### src/rtl/grid_pkg.sv
// Grid geometry shared by the solver, readout and print paths; mirrors grid_dimensions.svh.
// Also carries the tile value types and the readout FSM state encoding.
`ifndef GRID_ORD
`define GRID_ORD 3
`endif

package grid_pkg;

  localparam int GRID_ORD  = `GRID_ORD;
  localparam int GRID_LEN  = GRID_ORD * GRID_ORD;
  localparam int GRID_AREA = GRID_LEN * GRID_LEN;
  localparam int VAL_W     = $clog2(GRID_LEN + 1);

  typedef logic [GRID_LEN-1:0] value_onehot_t;
  typedef logic [VAL_W-1:0]    value_bin_t;

  typedef enum logic [1:0] {
    RD_IDLE,
    RD_PEND,
    RD_STREAM,
    RD_FIN
  } rd_state_t;

endpackage

### src/rtl/onehot_to_bin.sv
// One-hot tile value to binary 1..LEN, 0 with err set when not exactly one bit is hot.
// Purely combinational, no latency, no handshake.
module onehot_to_bin
  import grid_pkg::*;
#(
  parameter int LEN = grid_pkg::GRID_LEN,
  parameter int W   = $clog2(LEN + 1)
) (
  input  logic [LEN-1:0] onehot,
  output logic [W-1:0]   value,
  output logic           err
);

  logic [W-1:0] cnt;
  logic [W-1:0] enc;

  always_comb begin
    cnt = '0;
    enc = '0;
    for (int i = 0; i < LEN; i++) begin
      if (onehot[i]) begin
        cnt = cnt + W'(1);
        enc = W'(i + 1);
      end
    end
    err   = (cnt != W'(1));
    value = err ? '0 : enc;
  end

endmodule

### src/rtl/grid_readout.sv
// Streams the solved grid one tile per beat (row-major) after rd_req; first beat the cycle after
// the accepted request, one beat per cycle with out_ready high; beats hold while out_ready is low.
module grid_readout
  import grid_pkg::*;
#(
  parameter  int GRID_ORD  = grid_pkg::GRID_ORD,
  parameter  int VAL_W     = $clog2(GRID_ORD * GRID_ORD + 1),
  localparam int GRID_LEN  = GRID_ORD * GRID_ORD,
  localparam int GRID_AREA = GRID_LEN * GRID_LEN,
  localparam int POS_W     = $clog2(GRID_LEN)
) (
  input  logic                          clock,
  input  logic                          reset,
  input  logic                          grid_done,
  input  logic                          grid_success,
  input  logic [GRID_AREA*GRID_LEN-1:0] values,
  input  logic                          rd_req,
  output logic                          out_valid,
  input  logic                          out_ready,
  output logic [VAL_W-1:0]              out_value,
  output logic [POS_W-1:0]              out_row,
  output logic [POS_W-1:0]              out_col,
  output logic                          out_last,
  output logic                          out_err,
  output logic                          rd_busy,
  output logic                          rd_done,
  output logic                          rd_fail
);

  localparam int IDX_W = $clog2(GRID_AREA);
  localparam logic [IDX_W-1:0] LAST_IDX = IDX_W'(GRID_AREA - 1);
  localparam logic [POS_W-1:0] LAST_POS = POS_W'(GRID_LEN - 1);

  rd_state_t        state_q, state_d;
  logic [IDX_W-1:0] index_q, index_d;
  logic [POS_W-1:0] row_q, row_d;
  logic [POS_W-1:0] col_q, col_d;
  logic             done_q, done_d;
  logic             fail_q, fail_d;
  logic             xfer;

  logic [GRID_LEN-1:0] tiles [GRID_AREA];
  logic [GRID_LEN-1:0] tile_sel;

  for (genvar i = 0; i < GRID_AREA; i++) begin : g_tile
    assign tiles[i] = values[i*GRID_LEN +: GRID_LEN];
  end

  assign tile_sel = tiles[index_q];

  onehot_to_bin #(
    .LEN (GRID_LEN),
    .W   (VAL_W)
  ) u_dec (
    .onehot (tile_sel),
    .value  (out_value),
    .err    (out_err)
  );

  always_ff @(posedge clock or posedge reset) begin
    if (reset) begin
      state_q <= RD_IDLE;
      index_q <= '0;
      row_q   <= '0;
      col_q   <= '0;
      done_q  <= 1'b0;
      fail_q  <= 1'b0;
    end else begin
      state_q <= state_d;
      index_q <= index_d;
      row_q   <= row_d;
      col_q   <= col_d;
      done_q  <= done_d;
      fail_q  <= fail_d;
    end
  end

  assign out_valid = (state_q == RD_STREAM);
  assign xfer      = out_valid & out_ready;

  always_comb begin
    state_d = state_q;
    index_d = index_q;
    row_d   = row_q;
    col_d   = col_q;
    done_d  = done_q;
    fail_d  = fail_q;
    unique case (state_q)
      RD_IDLE, RD_FIN: begin
        if (rd_req) begin
          done_d  = 1'b0;
          fail_d  = 1'b0;
          index_d = '0;
          row_d   = '0;
          col_d   = '0;
          if (!grid_done) begin
            state_d = RD_PEND;
          end else if (grid_success) begin
            state_d = RD_STREAM;
          end else begin
            state_d = RD_FIN;
            done_d  = 1'b1;
            fail_d  = 1'b1;
          end
        end
      end
      RD_PEND: begin
        if (grid_done) begin
          if (grid_success) begin
            state_d = RD_STREAM;
          end else begin
            state_d = RD_FIN;
            done_d  = 1'b1;
            fail_d  = 1'b1;
          end
        end
      end
      RD_STREAM: begin
        // Solver reset under us: the held values are gone, so abort rather than stream garbage.
        if (!grid_done) begin
          state_d = RD_FIN;
          done_d  = 1'b1;
          fail_d  = 1'b1;
        end else if (xfer) begin
          if (index_q == LAST_IDX) begin
            state_d = RD_FIN;
            done_d  = 1'b1;
            fail_d  = 1'b0;
          end else begin
            index_d = index_q + IDX_W'(1);
            if (col_q == LAST_POS) begin
              col_d = '0;
              row_d = row_q + POS_W'(1);
            end else begin
              col_d = col_q + POS_W'(1);
            end
          end
        end
      end
      default: state_d = RD_IDLE;
    endcase
  end

  assign out_row  = row_q;
  assign out_col  = col_q;
  assign out_last = out_valid & (index_q == LAST_IDX);
  assign rd_busy  = (state_q == RD_PEND) | (state_q == RD_STREAM);
  assign rd_done  = done_q;
  assign rd_fail  = fail_q;

endmodule
### config.mk
export PLATFORM = sky130hd
export DESIGN_NAME = grid_readout
export DESIGN_NICKNAME = d
export VERILOG_FILES = /design/src/rtl/grid_pkg.sv /design/src/rtl/onehot_to_bin.sv /design/src/rtl/grid_readout.sv
export SDC_FILE = /design/constraint.sdc
export NUM_CORES = 1
export LEC_CHECK = 0
export ABC_CLOCK_PERIOD_IN_PS = 6850
export BUFFER_PORTS_ARGS = -buffer_cell sky130_fd_sc_hd__buf_2
export CAP_MARGIN = 20
export CORE_AREA = 2 2 289 291
export CTS_BUF_LIST = sky130_fd_sc_hd__clkbuf_4
export CTS_CLUSTER_SIZE = 14
export DETAILED_ROUTE_END_ITERATION = 12
export DIE_AREA = 0 0 291 293
export HOLD_SLACK_MARGIN = 0.05
export SLEW_MARGIN = 20
export SYNTH_ARGS = -nofsm -noshare
export SYNTH_HDL_FRONTEND = slang
export SYNTH_HIERARCHICAL = 1
export SYNTH_SLANG_ARGS = --single-unit
### constraint.sdc
create_clock -name clock -period 6.85 [get_ports clock]
set_input_delay 0 -clock clock [delete_from_list [all_inputs] [get_ports clock]]
set_output_delay 0 -clock clock [all_outputs]
set_load 0.01 [all_outputs]
==> impl_metrics.ini, run 1 <==
[global_routing]
grt_pass1_vias = 11600
grt_max_degree = 29
grt-ovfl-total = 0
grt_pass1_wl_mm = 91.7
grtUsageTotal_pct = 15.5
antenna_found_initial = 71

[logic_synthesis]
ys.warnings.count = 6
synthFlopType = dfrtp_1
synth_cell_types = 71
netlist_instances = 779
synth_area_sq_um = 8160
synth_area_per_cell_sq_um = 10.5
yosysTopAreaCellShare_pct = 30.3
yosysMostFrequentCell = mux2i_1
synth_edf_count = 0
yosysTopAreaCell = mux4_2
yosys_register_bits = 19
synthTopCellsByCount = mux2i_1, mux4_2, nand2_1
synth_fp_nets = 1530
async_flop_share_pct = 100
synthTopCellsByArea = mux4_2, mux2i_1, mux4_1
ys_seq_area_share_pct = 5.82

[layout]
fin_area_sq_um = 14800
final_nets = 2369
area_growth_pct = 81.0
drive_above_1_share_pct = 69.7
fin_util_pct = 18.1
fill_cells = 9169

[clocking]
cts_tree = built
clkSinkCount = 19
cts.clk_slew.worst_paths_ns = 0.14
cts_made_buffers = 3
cts-root-buf = clkbuf_4
h-tree-depth = 1
clock_path_buffers = 2
insertion_delay_ns = 0.34

[worst_setup_path]
worstSetupEndpointType = primary output
cpMostUsedCell = buf_4
crit_path_start_kind = flip-flop
slowest_delay_ns = 0.55
critPathKind = flip-flop to primary output
crit_required_ns = 6.85
slowest_stage = dfrtp_4
crit_fanout = 7
cp.arrival_ns = 6.82

[detailed_routing]
drtIter0Drc = 457
antenna_left = 0
num_vias = 11000
drc_errors = 0
vias_per_cell = 4.05
drt-total-wl_mm = 70.1
wire_per_inst_um = 25.8
firstDrtPassIters = 6

[power]
vdd_drop_max_v = 0.000495
power_density_nw_per_um2 = 421
total_power_mw = 6.23
leakage_nw = 6.31

[floorplan]
core_area_sq_um = 81800
die-width_um = 291
die_area_sq_um = 85300
die_y_um = 293
ios = 753
rows = 105
start_util_pct = 9.97

[timing]
maxSlewViolCount = 0
final-hold-violation-count = 0
tightest_slew_ns = 0.902
finalSetupViolCount = 0
finClkSkew_ns = 0.00932
fmax_mhz = 147
period_minus_slack_ns = 6.82
period_share_pct = 99.5
slew-limit-headroom_pct = 39.7
hold_slack_ns = 0.180
rsz0062_at_grt = true

[place]
hpwl_mm = 62.3
gp_congestion = 0.906
place_area_sq_um = 13800
portBuffers = 752

[run]
maxCapViolCount = 0

[min_path]
holdCritPathClass = input port to flip-flop

[outcome]
status = finished, final reports clean
-- kinds of logic after synthesis --
group                    Yosys count  share of synthesized area (%)
AO/OA/AOI/OAI                    185                           16.2
flip-flops                        19                           5.82
adder cells (fa/ha/maj)           16                           2.45
multiplexers                     273                           54.7
buffers and inverters             99                           8.05
XOR/XNOR                          16                           2.48
AND/OR/NAND/NOR                  171                           10.3
-- stage by stage --
stage | TNS, ns | std cells | setup slack [ns]
CTS | 0 | 2677 | 0.0109
global route | -1.11 | 2702 | -0.259
global placement | -1.78 | 2639 | -0.402
finish | 0 | 2716 | 0.0313
detailed placement | -1.60 | 2639 | -0.380
floorplan | 0 | 779 | 0.599
-- path summary, 6_finish.rpt --
check / start / end / cells past startpoint / slack (ns)
worst max register to register: index_q[1] / index_q[5] / 9 / 4.08
min in group asynchronous: reset / out_col[3] / 3 / 0.38
worst min-delay path: rd_req / out_row[3] / 3 / 0.18
max in group asynchronous: reset / index_q[1] / 3 / 5.82
worst min register to register: rd_fail / rd_fail / 1 / 0.54
worst max-delay path: index_q[1] / out_value[1] / 33 / 0.03
-- metal layers --
| layer | vias to the layer above | global-route usage [%] | share of wire [%] |
|---|---|---|---|
| met2 | 640 | 27.5 | 49 |
| met5 | - | 0 | 0.49 |
| met4 | 52 | 2.73 | 2.0 |
| met3 | 113 | 4.56 | 8.0 |
| li1 | 4934 | - | - |
| met1 | 5263 | 18.5 | 40 |
-- state kept, by name, summed over array words and instances (netlist names) --
register and count:
index_q 7, out_col 4, out_row 4, state_q 2, rd_done 1, rd_fail 1
-- critical path: cells and delay by family, from the launching register on --
kind	cells	cell delay (ns)
multiplexers	2	0.83
AO/OA/AOI/OAI	3	0.80
flip-flops	1	0.55
XOR/XNOR	1	0.47
adder cells (fa/ha/maj)	2	0.46
AND/OR/NAND/NOR	4	0.55
buffers and inverters	21	2.79
-- where the power goes --
part           switching (mW)  total (mW)  internal (mW)
logic                    2.96        5.98           3.02
registers              0.0349       0.178          0.143
clock network          0.0467      0.0691         0.0224
total                    3.04        6.23           3.18
-- cells in the final DEF, fill, tap and decap left out, types with 8 or more instances in the layout --
cell type	instances
buf_2	752
buf_4	128
mux2i_1	118
mux4_2	110
nand2_1	69
a21oi_1	40
a22oi_1	32
diode_2	29
mux4_1	20
mux2_2	16
buf_12	16
a211oi_1	15
o21ai_0	14
nor2_1	14
dfrtp_1	14
ha_1	13
and2_1	11
inv_1	10
a31oi_1	9
and3_1	8
buf_6	8
-- layout make-up --
type                    count  area (sq um)  share of cell area (%)
diodes                     29          72.6                   0.491
clock buffers               3          22.5                   0.152
clock inverters             1          7.51                  0.0508
inverters                  17          68.8                   0.466
multi-input cells         661          7400                    50.1
flip-flops and latches     19           489                    3.31
well taps                1070          1340                    9.06
repair buffers            916          5380                    36.4
-- what timing repair did --
item | 4_1_cts | 5_1_grt
gates cloned | 2 | 2
hold buffers | 3 | 0
buffers inserted | 29 | 10
endpoints found under the setup margin | 5 | 5
endpoints found under the hold margin | 22 | 0
pin swaps | 17 | 10
resized for setup | 54 | 44
Note: power is estimated with default switching activity, not from simulation.
==> inputs of run 2 (changes only) <==
--- a/config.mk
+++ b/config.mk
@@ -6,13 +6,13 @@
 export NUM_CORES = 1
 export LEC_CHECK = 0
 export ABC_CLOCK_PERIOD_IN_PS = 6850
-export BUFFER_PORTS_ARGS = -buffer_cell sky130_fd_sc_hd__buf_2
 export CAP_MARGIN = 20
-export CORE_AREA = 2 2 289 291
+export CORE_AREA = 2 2 292 294
 export CTS_BUF_LIST = sky130_fd_sc_hd__clkbuf_4
 export CTS_CLUSTER_SIZE = 14
 export DETAILED_ROUTE_END_ITERATION = 12
-export DIE_AREA = 0 0 291 293
+export DIE_AREA = 0 0 294 296
+export DONT_BUFFER_PORTS = 1
 export HOLD_SLACK_MARGIN = 0.05
 export SLEW_MARGIN = 20
 export SYNTH_ARGS = -nofsm -noshare
==> impl_metrics.ini, run 2 (same netlist as run 1, synthesis figures left out) <==
[layout]
final_nets = 1601
fin_area_sq_um = 11000
final_cell_mix = mux2i_1, mux4_2, buf_4, nand2_1, a21oi_1
fill_cells = 9521
drive_above_1_share_pct = 42.0
area_growth_pct = 34.2
largest_register_ff_count = 7
top_register = index_q
layout_commonest_cell = mux2i_1

[power]
leakage_nw = 3.26
clkPwrFrac_pct = 1.2
internal_power_mw = 2.64
share_comb_of_total_power_pct = 95.1
seq_power_share_pct = 3.7
swShare_pct = 49.5
power_density_nw_per_um2 = 478
vdd_drop_max_v = 0.000303
p_switching_mw = 2.59

[worst_setup_path]
timing.rr.end = index_q[0]
crit_fanout = 7
reg2reg_slack_ns = 3.45
reg2reg_from = index_q[0]
cp.arrival_ns = 6.67
worstSetupEndpointType = primary output
crit_required_ns = 6.85
cp-startpoint = index_q[0]
cpMostUsedCell = ha_1
slowest_stage = mux4_2
critPathBufInv = 7
slowest_delay_ns = 0.53
cp.depth = 33
worstSetupEndpoint = out_err
critPathKind = flip-flop to primary output
cp_top_family = adder cells
worst_r2r_path_depth = 9
crit_path_start_kind = flip-flop

[detailed_routing]
drt-total-wl_mm = 66.9
drtIter0Drc = 656
antenna_left = 0
num_vias = 8390
firstDrtPassIters = 5
drc_errors = 0
vias_per_cell = 4.22
wire_per_inst_um = 33.7

[timing]
tightest_slew_ns = 1.04
period_share_pct = 97.4
fmax_mhz = 150
final-hold-violation-count = 0
maxSlewViolCount = 0
finClkSkew_ns = 0.0140
rsz0062_at_grt = true
hold_slack_ns = 0.0699
slew-limit-headroom_pct = 30.7
period_minus_slack_ns = 6.67
finalSetupViolCount = 0

[global_routing]
grtUsageTotal_pct = 14.1
antenna_found_initial = 78
grt-ovfl-total = 0
grt_pass1_vias = 8431
grt_pass1_wl_mm = 80.2
grt_max_degree = 30

[clocking]
cts_tree = built
clock_path_buffers = 2
clkSinkCount = 19
cts_made_buffers = 3
insertion_delay_ns = 0.32
cts.clk_slew.worst_paths_ns = 0.13
h-tree-depth = 1
cts-root-buf = clkbuf_4

[floorplan]
start_util_pct = 9.69
rows = 107
die-width_um = 294
ios = 753
die_area_sq_um = 87000
die_y_um = 296
core_area_sq_um = 84200

[place]
portBuffers = 0
place_area_sq_um = 10100
hpwl_mm = 58.9
gp_congestion = 0.979

[min_path]
holdCritPathClass = input port to flip-flop

[run]
maxCapViolCount = 0

[outcome]
status = finished, final reports clean
[run 2: how the worst min path moves through the flow]
stage / start / end / slack, ns / depth (start not counted)
2_1_floorplan: reset / index_q[0] / -0.05 / 1
3_3_place_gp: reset / rd_done / 0.08 / 1
3_5_place_dp: reset / rd_fail / 0.1 / 1
4_1_cts: rd_req / out_row[3] / 0.06 / 2
5_1_grt: rd_req / out_row[3] / 0.07 / 2
6_report: rd_req / out_row[3] / 0.07 / 2
[run 2: final cells by class]
type / count / area, sq um / share of cell area, %
sequential: 19 / 492 / 4.49
clock buffer: 3 / 22.5 / 0.206
antenna: 47 / 118 / 1.07
tap: 1090 / 1360 / 12.4
inverter: 17 / 70.1 / 0.640
timing repair buffer: 148 / 1530 / 13.9
clock inverter: 1 / 7.51 / 0.0685
multi-input combinational: 661 / 7350 / 67.1
[run 2: stage by stage]
stage / worst slack [ns] / util [%] / power [mW] / TNS [ns] / instances
finish: 0.176 / 13.0 / 5.24 / 0 / 1986
global route: -0.129 / 13.0 / 5.64 / -0.434 / 1974
CTS: 0.00633 / 12.5 / 5.05 / 0 / 1934
detailed placement: -0.117 / 12.0 / 4.68 / -0.315 / 1914
global placement: -0.0851 / 12.0 / 4.67 / -0.159 / 1914
floorplan: 0.599 / - / 3.20 / 0 / 779
[run 2: worst reg2reg max path: stages (launching register included)]
cell and delay (ns):
dfrtp_4 0.55, buf_12 0.15, buf_16 0.16, inv_4 0.23
buf_4 0.23, ha_1 0.15, nor4bb_1 0.46, a21oi_1 0.27
o21ai_1 0.73, o21ai_0 0.29
[run 2: timing repair]
| action | CTS | global route |
|---|---|---|
| gates resized for setup | 34 | 63 |
| setup buffers | 8 | 10 |
| hold buffers | 3 | 0 |
| pin swaps | 10 | 24 |
| gates cloned | 5 | 1 |
| endpoints found under the setup margin | 5 | 5 |
| hold endpoints to repair | 22 | 0 |
[run 2: power groups by stage]
stage / sequential [mW] / clock, mW / combinational (mW)
after floorplan: 0.168 / 0 / 3.03
after global placement: 0.191 / 0 / 4.48
after detailed placement: 0.193 / 0 / 4.49
after CTS: 0.191 / 0.0650 / 4.79
after global routing: 0.196 / 0.0698 / 5.37
final: 0.192 / 0.0640 / 4.98
[run 2: layer usage]
metal | part of all wire, % | vias up | track usage (%) | wire length, um
met2 | 49 | 698 | 24.7 | 32600
met5 | 0.46 | - | 0.887 | 308
li1 | - | 3415 | - | -
met3 | 9.8 | 174 | 4.95 | 6560
met4 | 4.5 | 46 | 5.61 | 3030
met1 | 36 | 4057 | 15.5 | 24400
